**src/rtl/mem_port_arbiter_pkg.sv**
```systemverilog
// mem_port_arbiter_pkg: shared FSM state, owner encoding and default widths
package mem_port_arbiter_pkg;
  typedef enum logic [1:0] {IDLE, BUSY, RESP} state_t;
  typedef enum logic {OWN_IF = 1'b0, OWN_DM = 1'b1} owner_t;
  localparam int DEF_AW = 32;
  localparam int DEF_DW = 32;
endpackage

```
**src/rtl/mem_port_arbiter_pick.sv**
```systemverilog
// mem_arb_pick: combinational grant selection, data first unless fetch is starved
//   in:  if_req, dm_req, starve_cnt
//   out: grant_valid, grant_owner
module mem_arb_pick
  import mem_port_arbiter_pkg::*;
#(
  parameter int STARVE_LIMIT = 4,
  parameter int CW = 1
) (
  input  logic          if_req,
  input  logic          dm_req,
  input  logic [CW-1:0] starve_cnt,
  output logic          grant_valid,
  output owner_t        grant_owner
);
  logic force_if;
  always_comb begin
    force_if = (STARVE_LIMIT != 0) && (starve_cnt == CW'(STARVE_LIMIT));
    grant_valid = if_req | dm_req;
    grant_owner = (dm_req && !(if_req && force_if)) ? OWN_DM : OWN_IF;
  end
endmodule

```
**src/rtl/mem_port_arbiter.sv**
```systemverilog
// mem_port_arbiter: shares one single-ported memory between fetch and data stages
//   fetch:  if_req/if_addr in, if_ready pulse + if_rdata out
//   data:   dm_req/dm_we/dm_addr/dm_wdata in, dm_ready pulse + dm_rdata out
//   memory: mem_req/mem_we/mem_addr/mem_wdata out (held until mem_ack), mem_ack/mem_rdata in
//   MEM_ARB_PERF_EN adds perf_if_cnt, perf_dm_cnt, perf_conflict_cnt
module mem_port_arbiter
  import mem_port_arbiter_pkg::*;
#(
  parameter int AW = DEF_AW,
  parameter int DW = DEF_DW,
  parameter int STARVE_LIMIT = 4
) (
  input  logic          clk,
  input  logic          rst,
  input  logic          if_req,
  input  logic [AW-1:0] if_addr,
  output logic          if_ready,
  output logic [DW-1:0] if_rdata,
  input  logic          dm_req,
  input  logic          dm_we,
  input  logic [AW-1:0] dm_addr,
  input  logic [DW-1:0] dm_wdata,
  output logic          dm_ready,
  output logic [DW-1:0] dm_rdata,
  output logic          mem_req,
  output logic          mem_we,
  output logic [AW-1:0] mem_addr,
  output logic [DW-1:0] mem_wdata,
  input  logic          mem_ack,
  input  logic [DW-1:0] mem_rdata
`ifdef MEM_ARB_PERF_EN
  ,
  output logic [31:0]   perf_if_cnt,
  output logic [31:0]   perf_dm_cnt,
  output logic [31:0]   perf_conflict_cnt
`endif
);
  localparam int CW = (STARVE_LIMIT > 0) ? $clog2(STARVE_LIMIT + 1) : 1;
  localparam logic [CW-1:0] LIM = CW'(STARVE_LIMIT);
  state_t        state_q, state_d;
  owner_t        owner_q, owner_d;
  logic [CW-1:0] starve_q, starve_d;
  logic          mem_req_q, mem_req_d, mem_we_q, mem_we_d;
  logic [AW-1:0] mem_addr_q, mem_addr_d;
  logic [DW-1:0] mem_wdata_q, mem_wdata_d;
  logic          if_ready_q, if_ready_d, dm_ready_q, dm_ready_d;
  logic [DW-1:0] if_rdata_q, if_rdata_d, dm_rdata_q, dm_rdata_d;
  logic          grant_valid, grant_now;
  owner_t        grant_owner;

  mem_arb_pick #(.STARVE_LIMIT(STARVE_LIMIT), .CW(CW)) u_pick (
    .if_req     (if_req),
    .dm_req     (dm_req),
    .starve_cnt (starve_q),
    .grant_valid(grant_valid),
    .grant_owner(grant_owner)
  );

  assign grant_now = (state_q == IDLE) && grant_valid;

  always_comb begin
    state_d     = state_q;
    owner_d     = owner_q;
    starve_d    = starve_q;
    mem_req_d   = mem_req_q;
    mem_we_d    = mem_we_q;
    mem_addr_d  = mem_addr_q;
    mem_wdata_d = mem_wdata_q;
    if_rdata_d  = if_rdata_q;
    dm_rdata_d  = dm_rdata_q;
    if_ready_d  = 1'b0;
    dm_ready_d  = 1'b0;
    case (state_q)
      IDLE: if (grant_valid) begin
        state_d     = BUSY;
        owner_d     = grant_owner;
        mem_req_d   = 1'b1;
        mem_we_d    = (grant_owner == OWN_DM) ? dm_we : 1'b0;
        mem_addr_d  = (grant_owner == OWN_DM) ? dm_addr : if_addr;
        mem_wdata_d = (grant_owner == OWN_DM) ? dm_wdata : '0;
        // saturating count of dm wins over a waiting fetch
        starve_d    = (grant_owner == OWN_IF) ? '0 :
                      (if_req && starve_q != LIM) ? starve_q + CW'(1) : starve_q;
      end
      BUSY: if (mem_ack) begin
        state_d    = RESP;
        mem_req_d  = 1'b0;
        if_ready_d = (owner_q == OWN_IF);
        dm_ready_d = (owner_q == OWN_DM);
        if_rdata_d = (owner_q == OWN_IF) ? mem_rdata : if_rdata_q;
        dm_rdata_d = (owner_q == OWN_DM && !mem_we_q) ? mem_rdata : dm_rdata_q;
      end
      default: state_d = IDLE;
    endcase
  end

  always_ff @(posedge clk or posedge rst) begin
    if (rst) begin
      state_q     <= IDLE;
      owner_q     <= OWN_IF;
      starve_q    <= '0;
      mem_req_q   <= 1'b0;
      mem_we_q    <= 1'b0;
      mem_addr_q  <= '0;
      mem_wdata_q <= '0;
      if_ready_q  <= 1'b0;
      dm_ready_q  <= 1'b0;
      if_rdata_q  <= '0;
      dm_rdata_q  <= '0;
    end else begin
      state_q     <= state_d;
      owner_q     <= owner_d;
      starve_q    <= starve_d;
      mem_req_q   <= mem_req_d;
      mem_we_q    <= mem_we_d;
      mem_addr_q  <= mem_addr_d;
      mem_wdata_q <= mem_wdata_d;
      if_ready_q  <= if_ready_d;
      dm_ready_q  <= dm_ready_d;
      if_rdata_q  <= if_rdata_d;
      dm_rdata_q  <= dm_rdata_d;
    end
  end

  assign if_ready  = if_ready_q;
  assign dm_ready  = dm_ready_q;
  assign if_rdata  = if_rdata_q;
  assign dm_rdata  = dm_rdata_q;
  assign mem_req   = mem_req_q;
  assign mem_we    = mem_we_q;
  assign mem_addr  = mem_addr_q;
  assign mem_wdata = mem_wdata_q;

`ifdef MEM_ARB_PERF_EN
  logic [31:0] perf_if_q, perf_if_d, perf_dm_q, perf_dm_d, perf_cf_q, perf_cf_d;
  always_comb begin
    perf_if_d = perf_if_q + ((grant_now && grant_owner == OWN_IF) ? 32'd1 : 32'd0);
    perf_dm_d = perf_dm_q + ((grant_now && grant_owner == OWN_DM) ? 32'd1 : 32'd0);
    perf_cf_d = perf_cf_q + ((state_q == IDLE && if_req && dm_req) ? 32'd1 : 32'd0);
  end
  always_ff @(posedge clk or posedge rst) begin
    if (rst) begin
      perf_if_q <= '0;
      perf_dm_q <= '0;
      perf_cf_q <= '0;
    end else begin
      perf_if_q <= perf_if_d;
      perf_dm_q <= perf_dm_d;
      perf_cf_q <= perf_cf_d;
    end
  end
  assign perf_if_cnt       = perf_if_q;
  assign perf_dm_cnt       = perf_dm_q;
  assign perf_conflict_cnt = perf_cf_q;
`else
  logic unused_grant_now;
  assign unused_grant_now = grant_now;
`endif
endmodule

```
**config.mk**
```make
export PLATFORM = sky130hd
export DESIGN_NAME = mem_port_arbiter
export DESIGN_NICKNAME = d
export VERILOG_FILES = /design/src/rtl/mem_port_arbiter_pkg.sv /design/src/rtl/mem_port_arbiter_pick.sv /design/src/rtl/mem_port_arbiter.sv
export SDC_FILE = /design/constraint.sdc
export NUM_CORES = 1
export LEC_CHECK = 0
export CAP_MARGIN = 15
export CORE_ASPECT_RATIO = 1.2
export CORE_MARGIN = 8
export CORE_UTILIZATION = 25
export CTS_CLUSTER_SIZE = 10
export DETAILED_ROUTE_END_ITERATION = 8
export HOLD_SLACK_MARGIN = 0.15
export PLACE_DENSITY = 0.61
export SYNTH_ARGS = -nofsm -noshare
export SYNTH_HDL_FRONTEND = slang
export SYNTH_SLANG_ARGS = --single-unit
```
**constraint.sdc**
```tcl
create_clock -name clk -period 4.7 [get_ports clk]
set_clock_uncertainty 0.05 [all_clocks]
set_input_delay 0.94 -clock clk [delete_from_list [all_inputs] [get_ports clk]]
set_output_delay 0.94 -clock clk [all_outputs]
set_load 0.01 [all_outputs]
```
Word level (Yosys, flattened, before mapping):

Cells that the tools add are included.

* output and inout port bits: 132
* ROM bits: 0
* register bits after elaboration: 138
* memories kept: 0
* RAM bits: 0
* bits in latches: 0

* muxes and demuxes: 16
* order comparisons: 0
* equality and inequality tests: 6
* divide/modulo/power cells: 0
* reduce and logical (&&, ||, !) cells: 14
* multipliers: 0
* bitwise operators: 2
* add/subtract/negate cells: 1
* shift-type cells: 0

Operators by type and width (number)
* $mux 32: 2
* $reduce_and 3->1: 4
* $mux 1: 8
* $mux 3: 2
* $logic_and 1x1->1: 4
* $mux 2: 2
* $ne 2x2->1 const B: 2
* $pmux 2 s2: 1
* $reduce_and 2->1: 2
* $add 3x1->3 const B: 1
* $eq 3x3->1 const B: 1
* $ne 3x3->1 const B: 1
* $eq 2x1->1 const B: 1
* $logic_not 1->1: 2
* $logic_not 2->1: 1
* $ne 2x1->1 const B: 1
* $pmux 1 s2: 1
* $reduce_bool 2->1: 1
* $not 1->1: 1
* $or 1x1->1: 1

Longest topological paths before layout:

Gate-level depths: netlist of the first run.

* depth after elaboration: 7
* mapped depth: 7

By module:

Synthesis of the first run repeated with hierarchy kept, for this count alone.

* cell total of the unflattened synthesis: 459
* area total of the unflattened synthesis: 5571.6 sq um

By module, submodules not included
* mem_port_arbiter: instances 1, cells each 456, area each 5552.8 sq um, sequential area each 3453.3 sq um
* mem_arb_pick: instances 1, cells each 3, area each 18.8 sq um, sequential area each 0.0 sq um

Worst setup path before layout of the first run:

OpenSTA, ideal clock, no wires.

* path kind: input to register
* start point: input mem_ack
* end point: register dm_rdata_q[0] (netlist: dm_rdata[0])
* required time: 4.525 ns
* slack: 2.697 ns
* data arrival time: 1.829 ns
* path buffers: 1
* cell stages on the path: 4
* path through: nand3b_4 > nor3b_4 > buf_6 > mux2_2

* longest elaborated chain between the ends: 1

RTL lines
* start, declared: line mem_port_arbiter.sv:29 `input logic mem_ack,`
* $reduce_and 3->1 (no line)
* end signal, assigned: line mem_port_arbiter.sv:121 `dm_rdata_q <= dm_rdata_d;`
* end, declared: line mem_port_arbiter.sv:47 `logic [DW-1:0] if_rdata_q, if_rdata_d, dm_rdata_q, dm_rdata_d;`

No other way between the ends.
A chain may end at the register's enable or synchronous reset.

Worst setup path after layout of the first run:

* start point: input if_req
* end point: register mem_addr_q[3] (netlist: mem_addr[3])

* longest elaborated chain between the ends: 5
* elaborated cells on any way between the ends: 7

RTL lines
* start, declared: line mem_port_arbiter.sv:15 `input logic if_req,`
* $logic_and 1x1->1: line mem_port_arbiter_pick.sv:20 `grant_owner = (dm_req && !(if_req && force_if)) ? OWN_DM : OWN_IF;`
* $logic_not 1->1: line mem_port_arbiter_pick.sv:20
* $logic_and 1x1->1: line mem_port_arbiter_pick.sv:20
* $mux 1: line mem_port_arbiter_pick.sv:20
* $mux 32: line mem_port_arbiter.sv:79 `mem_addr_d = (grant_owner == OWN_DM) ? dm_addr : if_addr;`
* end signal, assigned: line mem_port_arbiter.sv:116 `mem_addr_q <= mem_addr_d;`
* end, declared: line mem_port_arbiter.sv:44 `logic [AW-1:0] mem_addr_q, mem_addr_d;`

Several ways; a longest one is shown, not always the timed one.

==> impl_metrics.ini, run 1 <==
[outcome]
status = finished clean

[cts]
cts_tree = done
hold_buffers = 0
ctsResizeCount = 0
clk_pin_slew_ns = 0.06
ctsRootBufferMaster = clkbuf_16
postCtsSetupRepairBufs = 0
htree_levels = 4
clk-insertion-delay-late_ns = 0.40
clockBufferDepth = 2
clock-sinks = 138
numCtsBuffers = 17

[routing]
dr.pass1.iters = 4
routed_via_density = 4.56
drtIter0Drc = 163
antenna_left = 0
drc_errors = 0
wl_per_cell_microns = 18.4
wirelength_microns = 18000
vias = 4482

[synthesis]
yosys.area.top_type_share_pct = 60.1
synth.cell_area_sq_um = 5740
synthesis.nets = 571
synth_largest_area_cell = dfrtp_1
yosys_warnings = 0
synth.avg_cell_area_sq_um = 13.2
ys_seq_area_share_pct = 60.1
synth_commonest_cells = dfrtp_1 (138), mux2_2 (64), inv_1 (36)
synth-edff-count = 0
synth_area_leaders = dfrtp_1 (60%), mux2_2 (13%), a22o_1 (5.2%), nand4_1 (3.6%), o221ai_1 (3.4%)
synth.most_common_cell = dfrtp_1
synthArstFlopShare_pct = 100
synth.distinct_cells = 28
ys_ff_latch = 138
synth_ff_type = dfrtp_1
syn_inst = 435

[setup_path]
reg2reg_slack_ns = 2.34
cp.depth = 6
critPathTopFamily = buffers and inverters
crit_path_start_kind = input pin
crit_required_ns = 4.92
path_common_cell = buf_4
crit_path_start = if_req
cp_cell_sequence = clkdlybuf4s50_1 -> nand3_2 -> buf_4 -> and2_1 -> buf_4 -> o221ai_1
cpMaxStageDelayCell = and2_1
timing.rr.start = starve_q[0]$_DFFE_PP0P_
ff2ff_path_depth = 7
crit_path_max_incr_delay_ns = 0.49
critPathMaxFanout = 36
crit_buf_inv = 3
critPathCaptureType = flip-flop
crit_type = in -> reg
r2r_end = mem_addr[3]$_DFFE_PP0P_
worstPathArrival_ns = 2.94

[layout]
n_fill_cell = 2210
seq_area_sq_um = 3450
diodes = 0
area_delta_synth_final_pct = 60.9
layout.nets = 827
multiInputGateArea_sq_um = 1940
drive_gt1_share_pct = 17.5

[floorplan]
dieArea_sq_um = 28100
start_util_pct = 25.5
io_pins = 266
rows = 60
die_y_microns = 182
design.core.area_sq_um = 22500
die_x_microns = 154

[power_and_ir_drop]
ir_drop_uv = 223
power.static_leakage_uw = 0.00383
power.density_nw_per_um2 = 673

[timing]
fmax_ghz = 0.368
rsz0062_at_grt = no
drv_slew = 0
slew-limit-headroom_pct = 31.7
hold_ws_ns = 0.438
setup_tns_ns = 0
period_needed_ns = 2.72
timing.final.crit_share_pct = 57.9
hold_violations = 0
setup_viol = 0
worstMarginPinSlew_ns = 1.02

[placed_design]
hpwl_microns = 13100
gp_congestion = 0.730
portBuffers = 265

[global_routing]
grt_max_degree = 70
antenna_found_initial = 0
first_global_vias = 4955
overflow = 0
grt_use_total_pct = 13.0
grt_pass1_wl_microns = 28900

[worst_hold_path]
min_path_cells = 2
min_to = mem_req$_DFFE_PP0P_
hold_path_startpoint = mem_req$_DFFE_PP0P_
hp-class = reg -> reg

[run]
cap_violations = 0
## metrics by stage
stage	instance area, sq um	power, uW	setup slack (ns)	util (%)	std cells
global route	9240	6630	1.83	41.0	983
floorplan	5740	3400	0.0138	-	435
detailed placement	8630	4900	1.54	38.3	951
CTS	9240	6340	1.99	41.0	983
global placement	8630	4850	1.61	38.3	951
finish	9240	6220	1.98	41.0	983
## cells in the final DEF (no fill, tap or decap), drive strengths merged
| master | instances |
|---|---|
| and3 | 1 |
| nor3b | 1 |
| clkinv | 2 |
| nand3 | 34 |
| buf | 11 |
| clkdlybuf4s50 | 265 |
| nand2 | 5 |
| bufinv | 3 |
| clkinvlp | 3 |
| o22ai | 1 |
| dfrtp | 138 |
| or2 | 1 |
| inv | 42 |
| o21ai | 3 |
| and2 | 3 |
| nor2 | 2 |
| nand2b | 3 |
| nand3b | 1 |
| clkbuf | 18 |
| nand4 | 33 |
| a22o | 34 |
| mux2 | 64 |
| a21o | 1 |
| o221ai | 32 |
| ha | 2 |
| or3b | 1 |
## power by group
group | switching [uW] | internal (uW)
sequential | 305 | 1760
clock | 550 | 849
combinational | 1170 | 1590
## worst max path at each step
stage	endpoint	slack, ns
3_3_place_gp	mem_addr[5]$_DFFE_PP0P_	1.61
4_1_cts	mem_addr[3]$_DFFE_PP0P_	1.99
2_1_floorplan	dm_rdata[0]$_DFFE_PP0P_	0.01
3_5_place_dp	mem_addr[8]$_DFFE_PP0P_	1.54
5_1_grt	mem_addr[3]$_DFFE_PP0P_	1.83
6_report	mem_addr[3]$_DFFE_PP0P_	1.98
## registers in the layout, summed over array words and instances (netlist names)
register / count
dm_rdata: 32
owner_q: 1
starve_q: 3
mem_addr: 32
state_q: 2
mem_wdata: 32
mem_req: 1
mem_we: 1
if_ready: 1
if_rdata: 32
dm_ready: 1
## layer usage
layer  vias up  share of wire [%]  routed length (microns)  global-route usage, %
met3         6                8.1                     1460                   5.15
met2       166                 48                     8670                   21.2
met1      2193                 43                     7780                   15.8
li1       2117                  -                        -                      -
met4         0               0.71                      129                   3.18
met5         -                  0                        0                      0
## tightest hold or removal path: stages, from the launching register on
cell and delay [ns]:
dfrtp_1 0.35, nand2_1 0.05, nand2_1 0.05
## area by class of cell
| cell class | count | share of cell area, % |
|---|---|---|
| clock inverter | 14 | 2.00 |
| timing repair buffer | 276 | 29.7 |
| tap | 279 | 3.78 |
| inverter | 36 | 1.52 |
| sequential | 138 | 37.4 |
| clock buffer | 18 | 4.64 |
| multi-input combinational | 222 | 20.9 |
## kinds of logic (layout without fill, tap and decap cells)
| logic type | count (synthesis) | in the layout | synth area share, % |
|---|---|---|---|
| multiplexers | 64 | 64 | 12.5 |
| buffers and inverters | 75 | 344 | 6.38 |
| flip-flops | 138 | 138 | 60.1 |
| AND/OR/NAND/NOR | 85 | 85 | 8.85 |
| AO/OA/AOI/OAI | 71 | 71 | 11.7 |
| adder cells (fa/ha/maj) | 2 | 2 | 0.436 |
Power figures use the tool's default switching activity.
==> inputs of run 2 (changes only) <==
Clock period 4.7 ns to 2.2 ns, I/O delays scaled along.
==> impl_metrics.ini, run 2 (synthesis gave the netlist of run 1 again) <==
[layout]
layout.nets = 835
layout_commonest_cell = clkdlybuf4s50_1
drive_gt1_share_pct = 18.4
final_cell_mix = clkdlybuf4s50_1 (265), dfrtp_1 (138), mux2_2 (64), inv_1 (35), a22o_1 (34)
n_fill_cell = 2165
area_delta_synth_final_pct = 63.8
diodes = 0
fin_area_sq_um = 9410

[global_routing]
grt_max_degree = 45
overflow = 0
antenna_found_initial = 0
grt_pass1_wl_microns = 28600
grt_use_total_pct = 12.9
first_global_vias = 4907

[routing]
wirelength_microns = 17900
routed_via_density = 4.56
antenna_left = 0
wl_per_cell_microns = 18.1
dr.pass1.iters = 4
drtIter0Drc = 194
drc_errors = 0
vias = 4518

[setup_path]
critPathTopFamily = buffers and inverters
crit_required_ns = 1.71
critPathCaptureType = primary output
crit_path_max_incr_delay_ns = 0.62
cpMaxStageDelayCell = clkdlybuf4s50_1
crit_buf_inv = 1
critPathMaxFanout = 3
crit_type = reg -> out
worstPathArrival_ns = 1.47
cp_cell_sequence = clkdlybuf4s50_1
crit_path_start_kind = flip-flop

[timing]
fmax_ghz = 0.511
slew-limit-headroom_pct = 66.5
setup_tns_ns = 0
timing.final.crit_share_pct = 88.9
hold_violations = 0
worstMarginPinSlew_ns = 0.501
setup_slack_ns = 0.244
period_needed_ns = 1.96
rsz0062_at_grt = no
drv_slew = 0
setup_viol = 0

[floorplan]
dieArea_sq_um = 28100
die_x_microns = 154
die_y_microns = 182
start_util_pct = 25.5
rows = 60
io_pins = 266
design.core.area_sq_um = 22500

[cts]
postCtsSetupRepairBufs = 0
clock-sinks = 138
clockBufferDepth = 2
clk-insertion-delay-late_ns = 0.40
clk_pin_slew_ns = 0.06
numCtsBuffers = 17
ctsResizeCount = 0
cts_tree = done
hold_buffers = 0
htree_levels = 4
ctsRootBufferMaster = clkbuf_16

[placed_design]
hpwl_microns = 13100
dp_slack_ns = 0.0662
portBuffers = 265
place_area_sq_um = 8770
gp_congestion = 0.725

[power_and_ir_drop]
power.density_nw_per_um2 = 1440
ir_drop_uv = 568
power.static_leakage_uw = 0.00391

[run]
cap_violations = 0

[worst_hold_path]
hp-class = in -> async

[outcome]
status = finished clean
## run 2: cell types whose count changed in the layout (fill, tap and decap cells not counted), sizes merged
cell	previous run	this run
clkbuf	18	17
clkinvlp	3	2
buf	11	19
bufinv	3	4
## run 2: layout make-up
cell class / count / area, sq um / area share [%]
Tap cell: 279 / 349 / 3.71
Inverter: 36 / 139 / 1.48
Clock inverter: 14 / 211 / 2.25
Timing Repair Buffer: 284 / 2900 / 30.8
Clock buffer: 17 / 425 / 4.52
Multi-Input combinational cell: 222 / 1940 / 20.6
Sequential cell: 138 / 3450 / 36.7
## run 2: final timing paths
check / start / to / slack, ns / cells after the start
max: mem_we$_DFFE_PP0P_ / mem_we / 0.24 / 1
min: rst / dm_rdata[5]$_DFFE_PP0P_ / 0.36 / 2
min in group clk: mem_req$_DFFE_PP0P_ / mem_req$_DFFE_PP0P_ / 0.44 / 2
max reg2reg: state_q[1]$_DFFE_PP0P_ / dm_rdata[6]$_DFFE_PP0P_ / 0.52 / 4
min reg2reg: mem_req$_DFFE_PP0P_ / mem_req$_DFFE_PP0P_ / 0.44 / 2
max in group asynchronous: rst / mem_addr[8]$_DFFE_PP0P_ / 1.14 / 3
## run 2: power by group
part / internal, uW / switching (uW)
Clock: 1930 / 1200
Sequential: 3750 / 651
Combinational: 3500 / 2530
## run 2: metrics by stage
stage,hold WS (ns),std cells,util (%),power [uW]
final,0.359,990,41.8,13600
after detailed placement,0.429,959,39.0,10600
after CTS,0.364,990,41.8,13800
after floorplan,0.423,435,-,7260
after global placement,0.416,959,39.0,10500
after global routing,0.397,990,41.8,14400
## run 2: metal layers
metal  GRT usage [%]  wire length, microns
met2            19.7                  8170
met4            3.93                   228
met5               0                     0
met3            5.23                  1580
met1            16.3                  7940
